File: src/rtl/mem_wb_pipe.sv
// MEM/WB pipeline stage: two-entry skid buffer (head M, skid S) with valid/ready
// handshake, plus load alignment/extension and a forwarding copy of the write enable.
module mem_wb_pipe #(
    parameter int CPU_WIDTH      = 32,
    parameter int REG_ADDR_WIDTH = 5,
    localparam int OFF_W         = $clog2(CPU_WIDTH/8)
) (
    input  logic                      clk,
    input  logic                      rstn,
    input  logic                      flush_i,
    input  logic                      in_valid_i,
    output logic                      in_ready_o,
    input  logic [1:0]                wb_i,
    input  logic [2:0]                load_type_i,
    input  logic [OFF_W-1:0]          byte_off_i,
    input  logic [CPU_WIDTH-1:0]      mem_data_i,
    input  logic [CPU_WIDTH-1:0]      alu_result_i,
    input  logic [REG_ADDR_WIDTH-1:0] wreg_addr_i,
    output logic                      out_valid_o,
    input  logic                      out_ready_i,
    output logic                      reg_write_o,
    output logic [REG_ADDR_WIDTH-1:0] wreg_addr_o,
    output logic [CPU_WIDTH-1:0]      wb_data_o,
    output logic                      fwd_valid_o
);

    typedef struct packed {
        logic                      reg_write;
        logic                      memtoreg;
        logic [2:0]                load_type;
        logic [OFF_W-1:0]          byte_off;
        logic [CPU_WIDTH-1:0]      mem_data;
        logic [CPU_WIDTH-1:0]      alu_result;
        logic [REG_ADDR_WIDTH-1:0] wreg_addr;
    } entry_t;

    entry_t m, s, in;
    logic   m_v, s_v;
    logic   accept, pop;

    assign in = '{reg_write: wb_i[1], memtoreg: wb_i[0], load_type: load_type_i,
                  byte_off: byte_off_i, mem_data: mem_data_i,
                  alu_result: alu_result_i, wreg_addr: wreg_addr_i};

    // S.v is itself a flop, so ready is registered and depends on state only
    assign in_ready_o = !s_v;
    assign accept     = in_valid_i & !s_v;
    assign pop        = m_v & out_ready_i;

    always_ff @(posedge clk or negedge rstn) begin
        if (!rstn) begin
            m_v <= 1'b0;
            s_v <= 1'b0;
            m   <= '0;
            s   <= '0;
        end else if (flush_i) begin
            m_v <= 1'b0;
            s_v <= 1'b0;
        end else if (!m_v) begin
            if (accept) begin
                m   <= in;
                m_v <= 1'b1;
            end
        end else if (!s_v) begin
            if (accept && pop) begin
                m <= in;
            end else if (accept) begin
                s   <= in;
                s_v <= 1'b1;
            end else if (pop) begin
                m_v <= 1'b0;
            end
        end else if (pop) begin
            m   <= s;
            s_v <= 1'b0;
        end
    end

    assign out_valid_o = m_v;
    assign reg_write_o = m_v & m.reg_write & (m.wreg_addr != '0);
    assign fwd_valid_o = reg_write_o;
    assign wreg_addr_o = m.wreg_addr;

    logic [CPU_WIDTH-1:0] sh, load_val, word_s, word_u;

    assign sh = m.mem_data >> {m.byte_off, 3'b000};

    // Word loads only need extension on the 64-bit datapath
    generate
        if (CPU_WIDTH == 64) begin : g_w64
            assign word_s = {{(CPU_WIDTH-32){sh[31]}}, sh[31:0]};
            assign word_u = {{(CPU_WIDTH-32){1'b0}}, sh[31:0]};
        end else begin : g_w32
            assign word_s = sh;
            assign word_u = sh;
        end
    endgenerate

    always_comb begin
        load_val = m.mem_data;
        case (m.load_type)
            3'b000:  load_val = {{(CPU_WIDTH-8){sh[7]}}, sh[7:0]};
            3'b001:  load_val = {{(CPU_WIDTH-16){sh[15]}}, sh[15:0]};
            3'b100:  load_val = {{(CPU_WIDTH-8){1'b0}}, sh[7:0]};
            3'b101:  load_val = {{(CPU_WIDTH-16){1'b0}}, sh[15:0]};
            3'b010:  load_val = word_s;
            3'b110:  load_val = word_u;
            default: load_val = m.mem_data;
        endcase
    end

    assign wb_data_o = m.memtoreg ? load_val : m.alu_result;

endmodule

File: config.mk
export PLATFORM = sky130hd
export DESIGN_NAME = mem_wb_pipe
export DESIGN_NICKNAME = d
export VERILOG_FILES = /design/src/rtl/mem_wb_pipe.sv
export SDC_FILE = /design/constraint.sdc
export NUM_CORES = 1
export LEC_CHECK = 0
export CORE_MARGIN = 2
export CORE_UTILIZATION = 54
export DETAILED_ROUTE_END_ITERATION = 10
export PLACE_DENSITY_LB_ADDON = 0.05
export SLEW_MARGIN = 20
export SYNTH_ARGS = -nofsm -noshare
export SYNTH_HDL_FRONTEND = slang
export SYNTH_SLANG_ARGS = --single-unit
File: constraint.sdc
create_clock -name clk -period 2.1 [get_ports clk]
set_input_delay 0.21 -clock clk [delete_from_list [all_inputs] [get_ports clk]]
set_output_delay 0.21 -clock clk [all_outputs]
set_load 0.01 [all_outputs]
==> flow_summary.json, run 1 <==
{
  "dp_hpwl_um": 15200,
  "tightest_slew_ns": 0.5266,
  "clock_latency_ns": 0.42,
  "dieHeight_um": 123.6,
  "drt_iter0_drc": 442,
  "syn_area_per_cell_um2": 11.16,
  "fin_ws_ns": -0.3145,
  "async_reset_ff_share_pct": 100.0,
  "die_area_um2": 15280,
  "r2r_cells": 6,
  "failed_checks": "negative setup slack",
  "final_core_util_pct": 77.10,
  "skew_ns": 0.006565,
  "startpoint": "m[70]",
  "netlist_area_um2": 7725,
  "antenna_found_initial": 0,
  "ir_drop_mv": 0.8595,
  "finalCriticalPeriod_ns": 2.414,
  "drive_gt1_share_pct": 34.55,
  "drtAntennaViolNets": 0,
  "worst_path_max_delay_cell": "dfrtp_2",
  "rsz0062_at_grt": "true",
  "reg2reg_from": "out_valid_o",
  "r2r_end": "wreg_addr_o[1]",
  "grt_max_degree": 57,
  "cp_num_buf_inv": 3,
  "synth_cell_types": 50,
  "max_slew_margin_pct": 64.90,
  "layout.nets": 943,
  "routabilityCongestion": 0.9061,
  "clk_pin_slew_ns": 0.06,
  "rrSetupSlack_ns": 0.27,
  "wl_um": 22200,
  "maxCapViolations": 0,
  "min_path_type": "input pin to asynchronous set/reset pin",
  "status": "finished with violations",
  "cp.depth": 7,
  "grt_pass1_vias": 6543,
  "netlist_instances": 692,
  "grt_pass1_wl_um": 34590,
  "crit_family": "buffers and inverters",
  "io_buffers": 121,
  "setup_viol": 31,
  "globalRoute.totalOverflow": 0,
  "synth-main-ff-cell": "dfrtp_1",
  "dp_slack_ns": -0.4483,
  "register_area_um2": 3859,
  "drc": 0,
  "multi_input_area_um2": 4060,
  "cp-end-kind": "output port",
  "hold_viol": 0,
  "cts_buffers": 17,
  "worst-endpoint-required_ns": 1.89,
  "cts_root_buffer": "clkbuf_16",
  "period_share_pct": 115.0,
  "die_width_um": 123.6,
  "crit_chain": "buf_4 -> nor2_2 -> or2_1 -> buf_6 -> a221oi_2 -> o41ai_4 -> buf_2",
  "wl_per_cell_um": 21.06,
  "io_pins": 122,
  "synth_warnings": 0,
  "synthesis.nets": 773,
  "rows": 43,
  "gr-usage-all-layers_pct": 30.33,
  "htreeDepth": 4,
  "drt_pre_antenna_iters": 5,
  "leakage_nw": 5.020,
  "clock_path_buffers": 2,
  "ys_ff_latch": 154,
  "arrival_ns": 2.20,
  "initial_core_util_pct": 55.44,
  "seq_area_frac_synth_pct": 49.89,
  "slowest_delay_ns": 0.46,
  "power_density_nw_per_um2": 1050,
  "fillers": 883,
  "antenna_cells": 0,
  "startpoint_type": "register",
  "core_area_um2": 13930,
  "crit_fanout": 8,
  "vias_per_cell": 5.966,
  "power.total_mw": 11.28,
  "drv_slew": 0,
  "vias": 6288,
  "tns_ns": -6.569,
  "cts_sinks": 154,
  "synth_edf_count": 0,
  "cts_tree": "done",
  "max_freq_mhz": 414.2,
  "crit_end": "wb_data_o[17]",
  "worstSetupPathType": "register to output port",
  "area_growth_pct": 39.08
}
[layout make-up]
type / count / area share (%)
clock inverter: 11 / 1.572
sequential: 154 / 35.91
multi-input combinational: 465 / 37.79
clock buffer: 20 / 4.251
inverter: 13 / 0.4542
tap: 180 / 2.096
timing repair buffer: 211 / 17.92
[sequential cells by signal, summed over array words and instances (netlist names)]
signal       flops
m               71
wreg_addr_o      5
out_valid_o      1
s_v              1
s               76
[cell families after synthesis]
family	Yosys count	share of synthesized area, %
multiplexers	169	23.29
buffers and inverters	73	4.843
AND/OR/NAND/NOR	122	7.013
AO/OA/AOI/OAI	174	14.97
flip-flops	154	49.89
[Yosys cell counts (2+ instances only)]
cell / count / area share, %
clkbuf_1: 12 / 0.58
nor2b_1: 2 / 0.16
mux2_2: 76 / 11
a21o_1: 2 / 0.19
inv_1: 12 / 0.58
a2111oi_0: 6 / 0.68
o21ai_0: 8 / 0.52
mux2i_1: 92 / 12
a2bb2oi_1: 7 / 0.79
buf_4: 14 / 1.4
o21a_1: 7 / 0.68
and2_1: 3 / 0.24
a21oi_1: 93 / 6.0
buf_2: 32 / 2.1
o221ai_1: 9 / 1.0
dfrtp_1: 154 / 50
nand2_1: 12 / 0.58
a211oi_1: 7 / 0.68
nand2b_1: 7 / 0.57
a221o_1: 8 / 1.0
o41ai_1: 7 / 0.79
nor2_1: 88 / 4.3
a221oi_1: 7 / 0.79
[where the power goes]
part | internal, mW | switching (mW) | leakage, nW
clock | 2.05 | 1.19 | 0.306
sequential | 3.66 | 0.542 | 1.79
combinational | 1.95 | 1.89 | 2.92
total | 7.66 | 3.62 | 5.02
[per-layer routing]
layer	part of all wire, %	global-route usage, %	vias to the layer above
met3	5.1	5.861	54
met2	51	50.62	219
met5	0	0	-
li1	-	-	2844
met4	3.2	14.13	0
met1	41	38.19	3171
[through the flow]
stage | instance area (um2) | hold slack (ns) | instances
floorplan | 7725 | -0.08559 | 692
global placement | 9523 | 0.2036 | 1007
detailed placement | 9523 | 0.2080 | 1007
CTS | 10480 | 0.3304 | 1043
global route | 10740 | 0.3519 | 1054
finish | 10740 | 0.3275 | 1054
[worst reg2reg max path, cell delays in order, from the launching register on]
cell and delay [ns]:
dfrtp_1 0.56, nand2_4 0.14, a221oi_4 0.31, buf_12 0.23
buf_12 0.24, nor2_1 0.10, a21oi_1 0.16
[cells in the final DEF, fill, tap and decap left out, types with 3 or more instances in the layout]
cell	n
o41ai_4	7
dfrtp_2	4
clkbuf_16	17
mux2i_1	90
nand2b_1	6
nor2_2	4
buf_4	69
a221oi_2	6
nor2_1	84
buf_2	25
nand2_1	11
mux2_2	76
a2111oi_2	4
buf_6	11
o221ai_2	6
bufinv_16	4
o21ai_1	5
a21oi_1	91
inv_1	12
a2bb2oi_2	6
dlygate4sd2_1	4
a2111oi_4	3
clkinv_2	3
o21a_1	7
clkdlybuf4s50_1	86
a211oi_2	4
dfrtp_1	150
a221o_1	8
buf_12	11
[how the worst min path moves through the flow]
| stage | endpoint | startpoint | cells after the start |
|---|---|---|---|
| after floorplan | m[10] | rstn | 0 |
| after global placement | s_v | rstn | 1 |
| after detailed placement | s[75] | rstn | 1 |
| after CTS | wreg_addr_o[4] | rstn | 2 |
| after global routing | wreg_addr_o[4] | rstn | 2 |
| final | wreg_addr_o[4] | rstn | 2 |
[what timing repair did]
item | CTS | global route
hold buffers | 1 | 0
pin swaps | 19 | 15
endpoints found under the hold margin | 52 | 0
endpoints found under the setup margin | 34 | 34
resized for setup | 197 | 43
buffers inserted | 5 | 12
cloned | 0 | 0
Power figures use the tool's default switching activity.
==> run 2: changes to the inputs <==
Settings changed: ABC_AREA from default to 1, CORE_UTILIZATION 54 to 56, REMOVE_ABC_BUFFERS from default to 1.
==> run 2 against run 1 <==
Combinational power up 4%. Non-clock buffer count down 40. Routed wire length down 4.1%. Flip-flop and latch count unchanged. Register-to-register slack better by 0.12 ns. Global-route usage down 3.8 points. Hold slack worse by 0.021 ns. Synthesized cell count up 68%. The run still ends with negative setup slack left. First-iteration DRC count up 35%. Sequential share of layout area down 1.3 points. Utilization down 4.1 points. Count of clock-buffer cells in the layout up 2. Critical path type unchanged.
==> flow_summary.json, run 2 <==
{
  "status": "finished with violations",
  "failed_checks": "negative setup slack",
  "p_seq_share_pct": 35.4,
  "p_sw_mw": 3.842,
  "placed_cells": 1453,
  "startpoint": "m[69]",
  "min_path_type": "input pin to asynchronous set/reset pin",
  "globalRoute.totalOverflow": 0,
  "die_width_um": 129.2,
  "register_area_um2": 3856,
  "drv_slew": 0,
  "netlist_instances": 1161,
  "rows": 45,
  "dieHeight_um": 129.2,
  "ir_drop_mv": 0.7097,
  "crit_fanout": 6,
  "fin_ws_ns": -0.03917,
  "rrSetupSlack_ns": 0.39,
  "yosysTopAreaCell": "dfrtp_1",
  "gr-usage-all-layers_pct": 26.53,
  "placed_cell_area_um2": 10250,
  "rsz0062_at_grt": "true",
  "synth.most_common_cell": "nand2_1",
  "worstSetupPathType": "register to output port",
  "slowest_delay_ns": 0.43,
  "cts_tree": "done",
  "antenna_found_initial": 0,
  "drt_iter0_drc": 595,
  "cts_sinks": 154,
  "leakage_nw": 5.703,
  "antenna_cells": 0,
  "io_pins": 122,
  "wl_per_cell_um": 14.25,
  "ys_ff_latch": 154,
  "r2r_end": "m[72]",
  "grt_pass1_vias": 7138,
  "startpoint_type": "register",
  "grt_max_degree": 79,
  "cts_buffers": 17,
  "core_area_um2": 15260,
  "drc": 0,
  "dp_hpwl_um": 14030,
  "dp_slack_ns": -0.004635,
  "max_slew_margin_pct": 63.96,
  "syn_area_per_cell_um2": 7.565,
  "drtAntennaViolNets": 0,
  "reg2reg_from": "s_v",
  "grt_pass1_wl_um": 35070,
  "clock_path_buffers": 2,
  "netlist_area_um2": 8783,
  "ys_top_cells_by_area": "dfrtp_1, nand2_1, o21ai_2, inv_1, a21oi_1",
  "synth_edf_count": 0,
  "synth.top_cell.area_share_pct": 43.87,
  "clk_pin_slew_ns": 0.06,
  "finish.instance_area_um2": 11140,
  "swShare_pct": 33.83,
  "drive_gt1_share_pct": 25.33,
  "maxCapViolations": 0,
  "final_cell_mix": "nand2_1, dfrtp_1, inv_1",
  "power_density_nw_per_um2": 1020,
  "hold_viol": 0,
  "r2r_cells": 9,
  "finalCriticalPeriod_ns": 2.139,
  "vias_per_cell": 5.082,
  "routabilityCongestion": 0.8924,
  "multi_input_area_um2": 4014,
  "skew_ns": 0.006481,
  "initial_core_util_pct": 57.56,
  "synth-main-ff-cell": "dfrtp_1",
  "p_int_mw": 7.515,
  "power.total_mw": 11.36,
  "max_freq_mhz": 467.5,
  "tightest_slew_ns": 0.5407,
  "netlist_top_cells_count": "nand2_1, dfrtp_1, inv_1",
  "period_share_pct": 101.9,
  "htreeDepth": 4,
  "crit_chain": "clkinv_4 -> nand2_4 -> nand3_2 -> nand2_2 -> nand2_4 -> buf_6 -> buf_12 -> nand3_2 -> nand2_1 -> nand2_1 -> buf_2",
  "worst_path_max_delay_cell": "dfrtp_2",
  "synth_warnings": 0,
  "final_common_cell": "nand2_1",
  "clkPwrFrac_pct": 29.4,
  "fin_cells": 1494,
  "die_area_um2": 16700,
  "area_growth_pct": 26.81,
  "wl_um": 21290,
  "layout.nets": 1353,
  "power_frac_comb_pct": 35.2,
  "drt_pre_antenna_iters": 5,
  "seq_area_frac_synth_pct": 43.87,
  "setup_viol": 10,
  "synth_cell_types": 24,
  "arrival_ns": 1.93,
  "largest_reg_flops": 76,
  "worst-endpoint-required_ns": 1.89,
  "async_reset_ff_share_pct": 100.0,
  "crit_end": "wb_data_o[29]",
  "cp-end-kind": "output port",
  "vias": 7592,
  "fillers": 1228,
  "clock_latency_ns": 0.43,
  "io_buffers": 121,
  "regMostFlops": "s",
  "cts_root_buffer": "clkbuf_16"
}
## run 2: stage by stage
stage                 TNS, ns  hold WS, ns  util (%)
detailed placement  -0.004635       0.2127     67.15
finish                -0.1147       0.3062     73.00
global placement            0       0.2076     67.15
global route           -1.875       0.3546     73.00
CTS                   -0.1537       0.3335     71.61
floorplan             -179.19     -0.08559         -
## run 2: area by class of cell
cell class	count	area share, %
inverters	158	5.392
well taps	211	2.370
flip-flops and latches	154	34.62
clock buffers	22	4.168
repair buffers	171	15.91
multi-input cells	770	36.04
clock inverters	8	1.505
## run 2: repair_timing
action	4_1_cts	5_1_grt
hold endpoints to repair	49	0
gates cloned	2	1
setup endpoints to repair	32	32
gates resized for setup	136	74
pin swaps	10	22
setup buffers	3	5
hold buffers	1	0
## run 2: logic make-up after synthesis
family	Yosys count	synth area share, %
flip-flops	154	43.87
AND/OR/NAND/NOR	480	23.03
buffers and inverters	237	12.92
AO/OA/AOI/OAI	290	20.17
## run 2: worst min path at each step
stage | startpoint | end | slack, ns | depth (start not counted)
global route | alu_result_i[14] | s[19] | 0.35 | 3
CTS | rstn | s[5] | 0.33 | 2
finish | rstn | s[37] | 0.31 | 2
floorplan | rstn | m[10] | -0.09 | 0
global placement | rstn | s[5] | 0.21 | 1
detailed placement | rstn | s[5] | 0.21 | 1
## run 2: power by group through the flow
stage | clock (mW) | combinational (mW) | sequential, mW
2_1_floorplan | 0 | 2.22 | 4.01
3_3_place_gp | 0 | 3.73 | 4.02
3_5_place_dp | 0 | 3.79 | 4.04
4_1_cts | 3.37 | 3.76 | 4.01
5_1_grt | 3.52 | 4.43 | 4.10
6_report | 3.34 | 4.00 | 4.02
## run 2: critical path, delay by kind of cell, from the launching register on
| kind | cells | cell delay, ns |
|---|---|---|
| and+or+nand+nor | 7 | 0.54 |
| buffers and inverters | 4 | 0.52 |
| DFF | 1 | 0.43 |
## run 2: routing by layer
layer	share of wire (%)	vias up	track usage (%)
met5	0	-	0
met3	5.4	27	4.831
met4	1.5	0	7.737
li1	-	3845	-
met1	46	3500	37.55
met2	48	220	42.07
==> run 3: changes to the inputs <==
Settings changed: SLEW_MARGIN 20 to default.
==> results of run 3 <==
The final DEF is identical to that of run 2; final timing and power are the same.
